<file path="src/rtl/pipe_adder.sv">
// pipe_adder: pipelined ripple-carry adder with carry-in/carry-out and a
// valid/ready handshake on both sides. A WIDTH-bit add is split into
// NSEG = WIDTH/SEG_W segments. Each stage adds one segment and registers the
// carry for the next stage.
// Optional feature: define ADD_OVF_EN to add the signed-overflow output ovf.
module pipe_adder #(
   parameter int WIDTH = 8,
   parameter int SEG_W = 2
) (
   input  logic             clk,
   input  logic             rst_n,
   input  logic             in_valid,
   output logic             in_ready,
   input  logic [WIDTH-1:0] A,
   input  logic [WIDTH-1:0] B,
   input  logic             cin,
   output logic             out_valid,
   input  logic             out_ready,
   output logic [WIDTH-1:0] S,
   output logic             cout
`ifdef ADD_OVF_EN
   ,
   output logic             ovf
`endif
);

   localparam int NSEG = WIDTH / SEG_W;

   generate
      if (WIDTH < 1 || (WIDTH % SEG_W) != 0) begin : g_bad_param
         $error("pipe_adder: WIDTH must be a positive multiple of SEG_W");
      end
   endgenerate

   // Per-stage state. acc_reg[k] holds {A[WIDTH-1:HI], sum[HI-1:0]}, so
   // the not-yet-added upper bits of A share one word with the partial sum.
   // brem_reg[k] holds the not-yet-added upper bits of B, right-aligned.
   logic [NSEG-1:0]  valid_reg;
   logic [NSEG-1:0]  carry_reg;
   logic [WIDTH-1:0] acc_reg  [NSEG];
   logic [WIDTH-1:0] brem_reg [NSEG];

   // Stage inputs: taken from the ports for stage 0, otherwise from the
   // previous stage's registers.
   logic [NSEG-1:0]  feed_valid;
   logic [NSEG-1:0]  feed_carry;
   logic [WIDTH-1:0] feed_acc  [NSEG];
   logic [WIDTH-1:0] feed_b    [NSEG];
   logic [WIDTH-1:0] acc_next  [NSEG];
   logic [WIDTH-1:0] brem_next [NSEG];
   logic [SEG_W:0]   seg_sum   [NSEG];

   logic [NSEG-1:0]  ready;

   // Backpressure chain: a stage may load if it is empty or its successor moves.
   always_comb begin
      logic chain;
      chain = out_ready;
      ready = '0;
      for (int k = NSEG - 1; k >= 0; k--) begin
         chain    = !valid_reg[k] | chain;
         ready[k] = chain;
      end
   end

   assign in_ready  = ready[0];
   assign out_valid = valid_reg[NSEG-1];
   assign S         = acc_reg[NSEG-1];
   assign cout      = carry_reg[NSEG-1];

   genvar gi;
   generate
      for (gi = 0; gi < NSEG; gi++) begin : g_stage
         localparam int LO = SEG_W * gi;
         localparam int HI = LO + SEG_W;
         localparam logic [WIDTH-1:0] SEG_MASK = WIDTH'({SEG_W{1'b1}}) << LO;

         if (gi == 0) begin : g_head
            assign feed_valid[gi] = in_valid;
            assign feed_carry[gi] = cin;
            assign feed_acc[gi]   = A;
            assign feed_b[gi]     = B;
         end else begin : g_body
            assign feed_valid[gi] = valid_reg[gi-1];
            assign feed_carry[gi] = carry_reg[gi-1];
            assign feed_acc[gi]   = acc_reg[gi-1];
            assign feed_b[gi]     = brem_reg[gi-1];
         end

         // Segment add: A bits still sit in place at [HI-1:LO], while the
         // B segment is always at the bottom of the right-aligned remainder.
         assign seg_sum[gi]   = {1'b0, feed_acc[gi][HI-1:LO]}
                              + {1'b0, feed_b[gi][SEG_W-1:0]}
                              + {{SEG_W{1'b0}}, feed_carry[gi]};
         assign acc_next[gi]  = (feed_acc[gi] & ~SEG_MASK)
                              | (WIDTH'(seg_sum[gi][SEG_W-1:0]) << LO);
         assign brem_next[gi] = feed_b[gi] >> SEG_W;

         // Stage register: advance when ready, hold otherwise; data only
         // changes on a valid load so bubbles leave the last values intact.
         always_ff @(posedge clk or negedge rst_n) begin
            if (!rst_n) begin
               valid_reg[gi] <= 1'b0;
               carry_reg[gi] <= 1'b0;
               acc_reg[gi]   <= '0;
               brem_reg[gi]  <= '0;
            end else if (ready[gi]) begin
               valid_reg[gi] <= feed_valid[gi];
               if (feed_valid[gi]) begin
                  carry_reg[gi] <= seg_sum[gi][SEG_W];
                  acc_reg[gi]   <= acc_next[gi];
                  brem_reg[gi]  <= brem_next[gi];
               end
            end
         end
      end
   endgenerate

`ifdef ADD_OVF_EN
   logic ovf_reg;
   logic ovf_next;

   // The operand sign bits are still unadded when they reach the top
   // segment, so overflow comes straight from the last stage's inputs.
   assign ovf_next = (feed_acc[NSEG-1][WIDTH-1] == feed_b[NSEG-1][SEG_W-1])
                   & (seg_sum[NSEG-1][SEG_W-1] != feed_acc[NSEG-1][WIDTH-1]);

   // Overflow register loads in step with the last stage's sum.
   always_ff @(posedge clk or negedge rst_n) begin
      if (!rst_n) begin
         ovf_reg <= 1'b0;
      end else if (ready[NSEG-1] && feed_valid[NSEG-1]) begin
         ovf_reg <= ovf_next;
      end
   end

   assign ovf = ovf_reg;
`endif

endmodule

</file>
<file path="config.mk">
export PLATFORM = sky130hd
export DESIGN_NAME = pipe_adder
export DESIGN_NICKNAME = d
export VERILOG_FILES = /design/src/rtl/pipe_adder.sv
export SDC_FILE = /design/constraint.sdc
export NUM_CORES = 1
export LEC_CHECK = 0
export CAP_MARGIN = 25
export CORE_AREA = 2 2 68 70
export DETAILED_ROUTE_END_ITERATION = 6
export DIE_AREA = 0 0 70 72
export PLACE_DENSITY = 0.79
export SLEW_MARGIN = 20
export SYNTH_ARGS = -nofsm -noshare
export SYNTH_HDL_FRONTEND = slang
export SYNTH_SLANG_ARGS = --single-unit
export TNS_END_PERCENT = 20
</file>
<file path="constraint.sdc">
create_clock -name clk -period 2.54 [get_ports clk]
set_clock_uncertainty 0.2 [all_clocks]
set_input_delay 0.381 -clock clk [delete_from_list [all_inputs] [get_ports clk]]
set_output_delay 0.381 -clock clk [all_outputs]
set_load 0.03 [all_outputs]
</file>
# Yosys cells after proc, flatten, opt, wreduce, memory -nomap -nowiden
# Cells that the tools add are included.
# word_totals
regBits	52
# op_classes
reduce_logical	8
add_sub_neg	8
bitwise_logic	8
# ops
operator	count
$add 2x2->3	4
$add 3x1->3	4
$or 6x8->8	1
$or 8x2->8	1
$or 8x4->8	1
$or 8x6->8	1
$reduce_and 2->1	4
$logic_not 1->1	4
$or 1x1->1	4

# Depth between registers and ports, before layout
# logic_depth
word_depth	6
mapped_depth	4
ltp_nobuf	4

# Worst setup path after synthesis
# OpenSTA, ideal clock, no wires.
# synth_timing
kind	register to register
startpoint	reg valid_reg[3], in the netlist out_valid
endpoint	reg acc_reg[29] (netlist name)
stages_incl_launch_ff	5
slack_ns	0.781
arrival_ns	1.434
t_required_ns	2.215
path_cell_list	dfrtp_1 -> nand4b_4 -> o21ai_4 -> buf_12 -> mux2_4
# synth_via
elab_chain_cells	6
# synth_rtl
item	line	text
start: declaration	38	logic [NSEG-1:0] valid_reg;
start signal: indexed assignment	108	valid_reg[gi] <= feed_valid[gi];
$logic_not 1->1	61	chain = !valid_reg[k] | chain;
$or 1x1->1 (4 in a row)	61	
$reduce_and 2->1 (no source line)	--	
end signal: indexed assignment	111	acc_reg[gi] <= acc_next[gi];
end: declaration	40	logic [WIDTH-1:0] acc_reg [NSEG];
# No other way between the ends.
# A chain may end at the register's enable or synchronous reset.

# Worst setup path after layout
# layout_timing
startpoint	in out_ready
endpoint	out in_ready
# layout_via
elab_chain_cells	4
# layout_rtl
item	line	text
start: declaration	18	input logic out_ready,
$or 1x1->1 (4 in a row)	61	
end: declaration	13	output logic in_ready,
# No other way between the ends.

==> reports/qor_table.md <==
| Stage | Metric | Value |
| --- | --- | --- |
| synth | Sequential element share of the synthesized area | 0.5606 |
| grt | All-layer global routing usage | 0.1514 |
| detailed routing | Count of unresolved DRC violations after routing | 0 |
| synth | Post-Syn Area | 2321 um^2 |
| die | I/O pin cnt | 32 |
| grt | Number of global-route vias before repair | 1244 |
| synth | Proportion of synthesized flip-flops having asynchronous set or reset | 1.000 |
| pwr | Power density over the cells | 965.5 nW/um^2 |
| detailed routing | Routed length per placed instance | 13.84 um |
| detailed routing | Final Routed Wirelength | 3404 um |
| synth | Synthesized net count | 190 |
| clocking | TritonCTS buffer count | 5 |
| die | Row Count | 24 |
| pwr | Static leakage power | 1.303 nW |
| placement | Final GP Congestion | 0.7305 |
| die | Horizontal die dimension | 70 um |
| sta | Setup repair after global routing missed its margin | no |
| detailed routing | Via density | 4.752 |
| detailed routing | First-iteration detailed-routing DRC count | 75 |
| synth | Flop and latch count out of synthesis | 52 |
| worst setup path | Worst setup path category | in2out |
| sta | Worst slew margin relative to its limit | 0.5774 |
| worst hold path | Type of the most critical hold path | reg2reg |
| flow run | Number of max-cap violations | 0 |
| sta | Shortest clock period the worst path allows after layout | 2.478 ns |
| die | Die outline area | 5040 um^2 |
| worst setup path | Data required time at the worst endpoint | 1.96 ns |
| worst setup path | Flop2flop setup slack | 0.74 ns |
| clocking | Post-CTS resize count | 0 |
| worst hold path | Capture endpoint of the worst hold path | acc_reg[20] |
| die | Core Region | 4264 um^2 |
| synth | Commonest cells in the netlist | 52 x dfrtp_1, 30 x inv_1, 29 x mux2_2, 12 x mux2i_1, 9 x buf_4 |
| cells and area | Core utilization of the finished layout | 0.6394 |
| detailed routing | Overall via count from detail_route | 1169 |
| synth | Post-synthesis cell count | 161 |
| clocking | # clock sinks | 52 |
| clocking | CTS tree | built |
| cells and area | Number of diodes added for antenna fixing | 0 |
| sta | Total negative slack | 0 ns |
| cells and area | Layout cell share with drive strength beyond 1 | 0.2680 |
| cells and area | Max FFs per register | 24 |
| sta | Maximum clock frequency | 403.6 MHz |
| worst setup path | Critical Path Fanout Max | 3 |
| grt | Pin count of the biggest net entering global routing | 53 |
| grt | Most used routing layer | met2 |
| worst setup path | Endpoint of the worst register-to-register path | acc_reg[26] |
| clocking | Clk slew on worst S/H paths | 0.09 ns |
| clocking | H-tree depth | 2 |
| synth | Post-synthesis cell type with the largest combined area | dfrtp_1 |
| synth | Most common cell in the netlist | dfrtp_1 |
| sta | Fin crit share | 0.9755 |
| pwr | Peak ir drop on the vdd network | 0.4944 mV |
| cells and area | Layout fillers | 319 |
| placement | IO buf count | 31 |
| grt | Met1 track demand over resource | 0.1808 |
| detailed routing | Antenna Violating Nets Remaining | 0 |
| placement | Detailed-placement wirelength estimate | 2511 um |
| synth | Syn Area/Cell | 14.42 um^2 |
| detailed routing | Total iterations of the first detailed-routing run | 6 |
| cells and area | Area grow syn2layout | 17.47% |
| sta | Final hold violations | 0 |
| grt | First-pass GRT wire length | 5782 um |
| synth | Number of enable-type register cells in the synthesized netlist | 0 |
| grt | Overflow after GRT | 0 |
| clocking | Clock latency reported for the late side of the worst-skew pair | 0.30 ns |
| worst setup path | Arrival time reported for the critical path endpoint | 1.90 ns |
| synth | Share of Yosys cell area claimed by the top area cell type | 0.5606 |
| synth | Warning count from the yosys run | 0 |
| synth | Distinct cells, synth | 16 |
| sta | Final count of pins violating max slew | 0 |
| grt | Global-route track usage on met2 | 0.2614 |
| sta | Slew @ Worst Pin | 0.6339 ns |
| die | Die Y-Extent | 72 um |
| grt | Antenna violations before repair | 0 |
| worst setup path | Start of the worst register-to-register path | feed_valid[3] |
| synth | Biggest area contributors in the synthesized netlist | dfrtp_1 56%, mux2_2 14%, fa_1 6.9% |
| clocking | Deepest clock path buffer count | 2 |
| worst hold path | Startpoint of the tightest hold check path | acc_reg[28] |
| worst setup path | Worst setup EP type | primary output |
| synth | Prevailing post-synth register cell | dfrtp_1 |
| worst hold path | Worst Hold Path Cells | 1 |
| worst setup path | Depth of the worst register-to-register path | 5 |
| outcome | Status | finished clean |
| sta | Number of failing setup endpoints in the final timing report | 0 |
| sta | Worst hold slack | 0.3033 ns |
| cells and area | Number of nets in the layout | 222 |
| die | Initial Utilization | 0.5443 |
| worst setup path | Nature of the critical path startpoint | primary input |
| grt | Met3 track utilization from global routing | 0.05417 |
| clocking | Root Driver | clkbuf_8 |
## stage by stage
step	power, W	worst slack (ns)	instances	area (um^2)
after global routing	0.002811	0.01769	246	2726
after CTS	0.002674	0.04503	246	2726
final	0.002632	0.06232	246	2726
after floorplan	0.001951	0.7812	161	2321
after global placement	0.002129	0.08799	237	2623
after detailed placement	0.002192	0.05041	237	2623
## worst max-delay path: stages
cell and delay, ns:
clkdlybuf4s50_1 0.44, nand4b_4 0.18, or2_2 0.29, clkdlybuf4s50_1 0.60
## final cells by class
cell class	instances	area, um^2	area share
Sequential cell	52	1301	0.4773
Tap cell	52	65.06	0.02386
Timing Repair Buffer	36	345.3	0.1267
Clock inverter	1	7.507	0.002754
Inverter	30	112.6	0.04130
Multi-Input combinational cell	68	808.3	0.2965
Clock buffer	7	86.33	0.03167
## per-layer routing
layer / wire, um / share of wire / vias to the layer above
met5: 0 / 0 / -
met1: 1460 / 0.43 / 576
li1: - / - / 567
met3: 107 / 0.031 / 2
met2: 1819 / 0.53 / 24
met4: 17 / 0.0050 / 0
## repair_timing
item                                   in CTS  in global routing
hold buffers                                1                  0
endpoints found under the hold margin      13                  0
buffers inserted                            0                  0
## logic make-up after synthesis
logic type	Yosys count	synth area share
adders and majority gates	8	0.06900
and+or+nand+nor	11	0.03450
muxes	48	0.2377
buffers and inverters	41	0.09110
DFF	52	0.5606
AOI/OAI and AO/OA	1	0.007010
## cells in the final DEF, fill, tap and decap left out
cell type / netlist / final
buf_2: 0 / 1
buf_4: 9 / 4
clkbuf_1: 0 / 1
clkbuf_8: 0 / 6
clkdlybuf4s50_1: 0 / 30
clkinvlp_4: 0 / 1
dfrtp_1: 52 / 52
dlygate4sd3_1: 0 / 1
fa_1: 8 / 8
inv_1: 30 / 30
mux2_2: 29 / 29
mux2_4: 7 / 7
mux2i_1: 12 / 12
nand2_1: 3 / 3
nand2_2: 1 / 1
nand2b_1: 4 / 4
nand3b_1: 1 / 1
nand4b_4: 1 / 1
o21ai_4: 1 / 1
or2_2: 1 / 1
## where the power goes
part           switching, W  leakage, nW  internal (W)
clock              0.000255       0.0445      0.000222
combinational      0.000440        0.657      0.000468
sequential         0.000141        0.601       0.00111
total              0.000836         1.30       0.00180
## how the worst max path moves through the flow
stage / start / endpoint / slack, ns / depth (start not counted)
after floorplan: out_valid / acc_reg[29] / 0.78 / 4
after global placement: out_ready / in_ready / 0.09 / 4
after detailed placement: out_ready / in_ready / 0.05 / 4
after CTS: out_ready / in_ready / 0.05 / 4
after global routing: out_ready / in_ready / 0.02 / 4
final: out_ready / in_ready / 0.06 / 4
Note: power is estimated with default switching activity, not from simulation.
